File: src/rtl/updn_mod_counter.sv
// updn_mod_counter: modulo-MOD_VAL up/down counter with synchronous parallel load,
// terminal-count flags and a one-cycle wrap pulse.
// Optional build macro UPDN_CNT_SAT_EN adds a sat_mode input that lets the count
// saturate at either end of its range instead of wrapping.
// Default build (macro undefined): no sat_mode port, and the counter always wraps.

module updn_mod_counter #(
    parameter int WIDTH   = 4,
    parameter int MOD_VAL = 16,
    parameter int RST_VAL = 0
) (
    input  logic             clk,
    input  logic             rst,
    input  logic             count_enb,
    input  logic             updn_cnt,
    input  logic             load,
    input  logic [WIDTH-1:0] load_data,
`ifdef UPDN_CNT_SAT_EN
    input  logic             sat_mode,
`endif
    output logic [WIDTH-1:0] data_out,
    output logic             at_max,
    output logic             at_zero,
    output logic             wrap_pulse
);

    // The top of the range is held as a WIDTH-bit constant. With MOD_VAL = 2**WIDTH
    // this is all ones, so no comparison or increment ever needs more than WIDTH bits.
    localparam logic [WIDTH-1:0] MAX_VAL   = WIDTH'(MOD_VAL - 1);
    localparam logic [WIDTH-1:0] RESET_VAL = WIDTH'(RST_VAL);
    localparam logic [WIDTH-1:0] ONE       = WIDTH'(1);

    logic             sat_active;
    logic [WIDTH-1:0] next_count;
    logic             next_wrap;

`ifdef UPDN_CNT_SAT_EN
    assign sat_active = sat_mode;
`else
    assign sat_active = 1'b0;
`endif

    // Terminal-count flags decode the register directly, adding no latency.
    assign at_max  = (data_out == MAX_VAL);
    assign at_zero = (data_out == '0);

    // Next-state selection in priority order load > count > hold (reset is in the register).
    // Wrapping is detected on the current value, so no carry or borrow ever leaves WIDTH bits.
    always_comb begin
        next_count = data_out;
        next_wrap  = 1'b0;
        if (load) begin
            if (load_data > MAX_VAL) begin
                next_count = MAX_VAL;
            end else begin
                next_count = load_data;
            end
        end else if (count_enb) begin
            if (updn_cnt) begin
                if (data_out == MAX_VAL) begin
                    if (!sat_active) begin
                        next_count = '0;
                        next_wrap  = 1'b1;
                    end
                end else begin
                    next_count = data_out + ONE;
                end
            end else begin
                if (data_out == '0) begin
                    if (!sat_active) begin
                        next_count = MAX_VAL;
                        next_wrap  = 1'b1;
                    end
                end else begin
                    next_count = data_out - ONE;
                end
            end
        end
    end

    // Count register and wrap pulse, both with synchronous reset overriding everything else.
    always_ff @(posedge clk) begin
        if (rst) begin
            data_out   <= RESET_VAL;
            wrap_pulse <= 1'b0;
        end else begin
            data_out   <= next_count;
            wrap_pulse <= next_wrap;
        end
    end

endmodule

File: config.mk
export PLATFORM = sky130hd
export DESIGN_NAME = updn_mod_counter
export DESIGN_NICKNAME = d
export VERILOG_FILES = /design/src/rtl/updn_mod_counter.sv
export SDC_FILE = /design/constraint.sdc
export NUM_CORES = 1
export LEC_CHECK = 0
export CORE_AREA = 2 2 39 41
export CTS_CLUSTER_DIAMETER = 50
export CTS_CLUSTER_SIZE = 8
export DETAILED_ROUTE_END_ITERATION = 8
export DIE_AREA = 0 0 41 43
export GPL_TIMING_DRIVEN = 0
export HOLD_SLACK_MARGIN = 0.05
export SYNTH_ARGS = -nofsm -noshare
export SYNTH_HDL_FRONTEND = slang
export SYNTH_SLANG_ARGS = --single-unit
File: constraint.sdc
create_clock -name clk -period 1.65 [get_ports clk]
set_clock_uncertainty 0.1 [all_clocks]
set_input_delay 0.4125 -clock clk [delete_from_list [all_inputs] [get_ports clk]]
set_output_delay 0.4125 -clock clk [all_outputs]
set_load 0.01 [all_outputs]
# --- Word-level counts from Yosys, hierarchy flattened ---
# Cells that the tools add are included.
# W data, S select, Z words.
classes:
  n_addsub: 2
  n_lt_le_gt_ge: 1
  n_eq_ne: 1
  n_mux: 9
  n_bitwise: 1
  reduce_logical: 3
ops:
  columns: ["cell", "count"]
  rows:
  - ["$mux W4", 6]
  - ["$add A4 B1 Y4 const B", 1]
  - ["$eq A4 B4 Y1 const B", 1]
  - ["$gt A4 B4 Y1 const B", 1]
  - ["$logic_not A4 Y1", 1]
  - ["$sub A4 B1 Y4 const B", 1]
  - ["$mux W1", 3]
  - ["$reduce_or A3 Y1", 1]
  - ["$reduce_bool A2 Y1", 1]
  - ["$not A1 Y1", 1]
totals:
  register_bits: 5
  in_bits: 9
  out_inout_bits: 7
  elab_cells: 19

# --- Logic depth before layout (Yosys ltp) ---
logic_depth:
  depth_word: 5
  mapped_depth: 6
  mapped_depth_nobuf: 6

# --- Worst setup path before layout ---
# Ideal clock, no wire load.
synth_path:
  path_type: "flip-flop to flip-flop"
  start: "register data_out[0]"
  end: "register data_out[2]"
  setup_ns: 0.115
  arrival_ns: 1.298
  t_required_ns: 1.435
  setup_slack_ns: 0.138
  path_stages_with_launch: 7
  path_buffers: 0
  period_less_slack_ns: 1.512
  path_cell_list: "dfxtp_1 -> inv_1 -> ha_1 -> mux2_1 -> nand2_1 -> xnor2_1 -> o21a_1"
synth_between:
  elab_chain_len: 5
  word_cells_on_any_way: 9
  classes_between: "2 x add/sub; 1 x eq/ne; 5 x mux; 1 x reduce/logical"
synth_rtl:
  columns: ["element", "line", "rtl"]
  rows:
  - ["start, declared", "21", "output logic [WIDTH-1:0] data_out,"]
  - ["start signal, assigned", "87", "data_out <= next_count;"]
  - ["$sub A4 B1 Y4, or another cell as far along", "75", "next_count = data_out - ONE;"]
  - ["$mux W4, on equally long branches", "69, 60", null]
  - ["$mux W4 (*)", "59", "if (updn_cnt) begin"]
  - ["$mux W4 (*)", "58", "end else if (count_enb) begin"]
  - ["$mux W4 (*)", "52", "if (load) begin"]
# Mark *: on every way between the ends. The rest lies on a longest branch, timed or not. The select of a mux whose other input is x is not followed.
# A chain may end at the register's enable or synchronous reset.

# --- Worst setup path in the final report ---
layout_path:
  start: "register data_out[0]"
  end: "output at_zero"
layout_between:
  elab_chain_len: 1
layout_rtl:
  columns: ["element", "line", "rtl"]
  rows:
  - ["$logic_not A4 Y1", "45", "assign at_zero = (data_out == '0);"]
  - ["end, declared", "23", "output logic at_zero,"]
# No other way between the ends.

==> reports/results.ini <==
[yosys]
yosysSeqAreaShare_pct = 26.0
synthCells = 48
synth_warnings = 0
synth_top_area_share_pct = 26.0
netlist_area_um2 = 385
synth-edff-count = 0
ys_ff_latch = 5
synth.area.top_cells = dfxtp_1 (26%), a21oi_1 (7.8%), xnor2_1 (6.8%)
yosysTopAreaCell = dfxtp_1
synthesis.nets = 59
synthArstFlopShare_pct = 0
syn_area_per_cell_um2 = 8.03
ys.flop_type = dfxtp_1
synthDistinctLibCells = 26

[timing]
rsz0062_at_grt = true
slew_headroom_pct = 76.4
maxSlewViolCount = 0
setup_viol = 0
tns_ns = 0
tightest_slew_ns = 0.355
period_needed_ns = 1.61
max_freq_mhz = 621
post-route-period-util_pct = 97.6
finalHoldViolCount = 0

[worst_hold_path]
hold_class = in -> reg
min_path_cells = 3

[grt]
grt_antenna_before_repair = 0
overflow = 0
grt_pass1_vias = 360
track_usage_pct = 13.2
grt_max_degree = 10
grt_pass1_wl_mm = 1.53

[layout]
drive_above_1_share_pct = 33.8
multi_input_area_um2 = 279
nets = 80
fin_util_pct = 45.1
n_antenna_cell = 0
layout_common_cells = a21oi_1 (6), clkdlybuf4s50_1 (6), nand2_1 (5)
fill_cells = 157
areaGrowthSynthToFinish_pct = 62.0
final-seq-area_um2 = 109

[pwr]
power_leakage_uw = 0.000279
irDropWorstVdd_v = 0.000379
power.density_nw_per_um2 = 697

[clocking]
cts_root_buf = clkbuf_4
clkLatencyLatePin_ns = 0.24
cts_tree = built
postCtsHoldBufs = 0
clk_path_buf_depth = 2
clkTransAtPathRegs_ns = 0.04
numCtsBuffers = 3
clock-sinks = 5
cts_htree_levels = 1

[die]
rows = 14
ioPinCount = 16
die_y_um = 43
dieWidth_um = 41
core_um2 = 1380
start_util_pct = 27.8
die_area_um2 = 1760

[detailed_routing]
via_per_inst = 4.88
drt_iter0_markers = 8
drtAntennaViolNets = 0
drcViolationCount = 0
wire_per_inst_um = 11.4
via_count = 410
finalWirelength_um = 960
drt_first_pass_iters = 3

[job]
cap_violations = 0

[critical_path]
r2r_cells = 6
crit_type = reg -> out
cp-start-kind = flop
worstPathMaxFanout = 5
cp.required_ns = 1.14
cp.arrival_ns = 1.10
end_kind = primary output

[placed_design]
port_buffers = 12
dp_hpwl_um = 655
globalplace.congestion = 0.726

[outcome]
status = complete, no violations

==> final timing paths <==
check                           startpoint                  endpoint  slack (ns)
setup / recovery  data_out[0]$_SDFFE_PP0P_                   at_zero        0.04
hold / removal                   count_enb     wrap_pulse$_SDFF_PP0_        0.37
setup reg to reg  data_out[0]$_SDFFE_PP0P_  data_out[3]$_SDFFE_PP0P_        0.23
hold reg to reg   data_out[3]$_SDFFE_PP0P_     wrap_pulse$_SDFF_PP0_        0.56
==> worst max-delay path, cell delays in order (launching register included) <==
cell,delay (ns)
dfxtp_4,0.39
inv_4,0.04
ha_4,0.15
nor3b_2,0.14
buf_2,0.13
==> synth_stat cells (2+ instances only) <==
cell type / instances
a21oi_1: 6
dfxtp_1: 5
nand2_1: 5
inv_1: 4
nor2_1: 3
xnor2_1: 3
ha_1: 2
o21ai_0: 2
==> state kept, by name, indices dropped and copies added, names as in the netlist <==
register / cells
wrap_pulse: 1
data_out: 4
==> repair_timing <==
action                     CTS  global route
gates resized for setup     21             7
pin swaps                    1             1
buffers inserted             4             0
setup endpoints to repair    5             3
cloned                       0             0
==> routing by layer <==
metal / GRT usage, % / share of wire (%) / vias to the layer above
met4: 4.00 / 0 / 0
met5: 0 / 0 / -
li1: - / - / 211
met3: 7.85 / 7.9 / 0
met2: 17.8 / 47 / 16
met1: 17.3 / 45 / 183
==> cell families (layout without fill, tap and decap cells) <==
kind of cell | count (synthesis) | after routing | synth area share [%]
xor gates and xnor gates | 3 | 3 | 6.82
adders and majority gates | 2 | 2 | 6.49
AOI/OAI and AO/OA | 13 | 13 | 22.7
and+or+nand+nor | 15 | 15 | 22.1
buffers and inverters | 8 | 28 | 10.4
muxes | 2 | 2 | 5.52
DFF | 5 | 5 | 26.0
==> cell type report <==
| cell class | instances | share of cell area [%] |
|---|---|---|
| multi-input combinational | 35 | 44.7 |
| inverter | 4 | 3.21 |
| tap | 16 | 3.21 |
| buffer | 4 | 4.01 |
| timing repair buffer | 16 | 23.2 |
| sequential | 5 | 17.4 |
| clock buffer | 4 | 4.21 |
==> per-stage QoR <==
| step | setup slack [ns] | std cells | hold slack [ns] | total power, uW | instance area (um^2) |
|---|---|---|---|---|---|
| after global routing | -0.00828 | 84 | 0.381 | 467 | 624 |
| after global placement | -0.310 | 76 | 0.587 | 276 | 526 |
| after floorplan | 0.138 | 48 | 0.384 | 225 | 385 |
| final | 0.0403 | 84 | 0.366 | 435 | 624 |
| after CTS | 0.00295 | 84 | 0.362 | 438 | 597 |
| after detailed placement | -0.342 | 76 | 0.590 | 278 | 526 |
==> power breakdown <==
group	total [uW]	leakage (uW)	internal [uW]	switching [uW]
sequential	148	0.0000428	131	17.0
clock	144	0.0000150	91.6	52.6
combinational	143	0.000221	81.7	61.1
total	435	0.000279	304	131
Note: power is estimated with default switching activity, not from simulation.
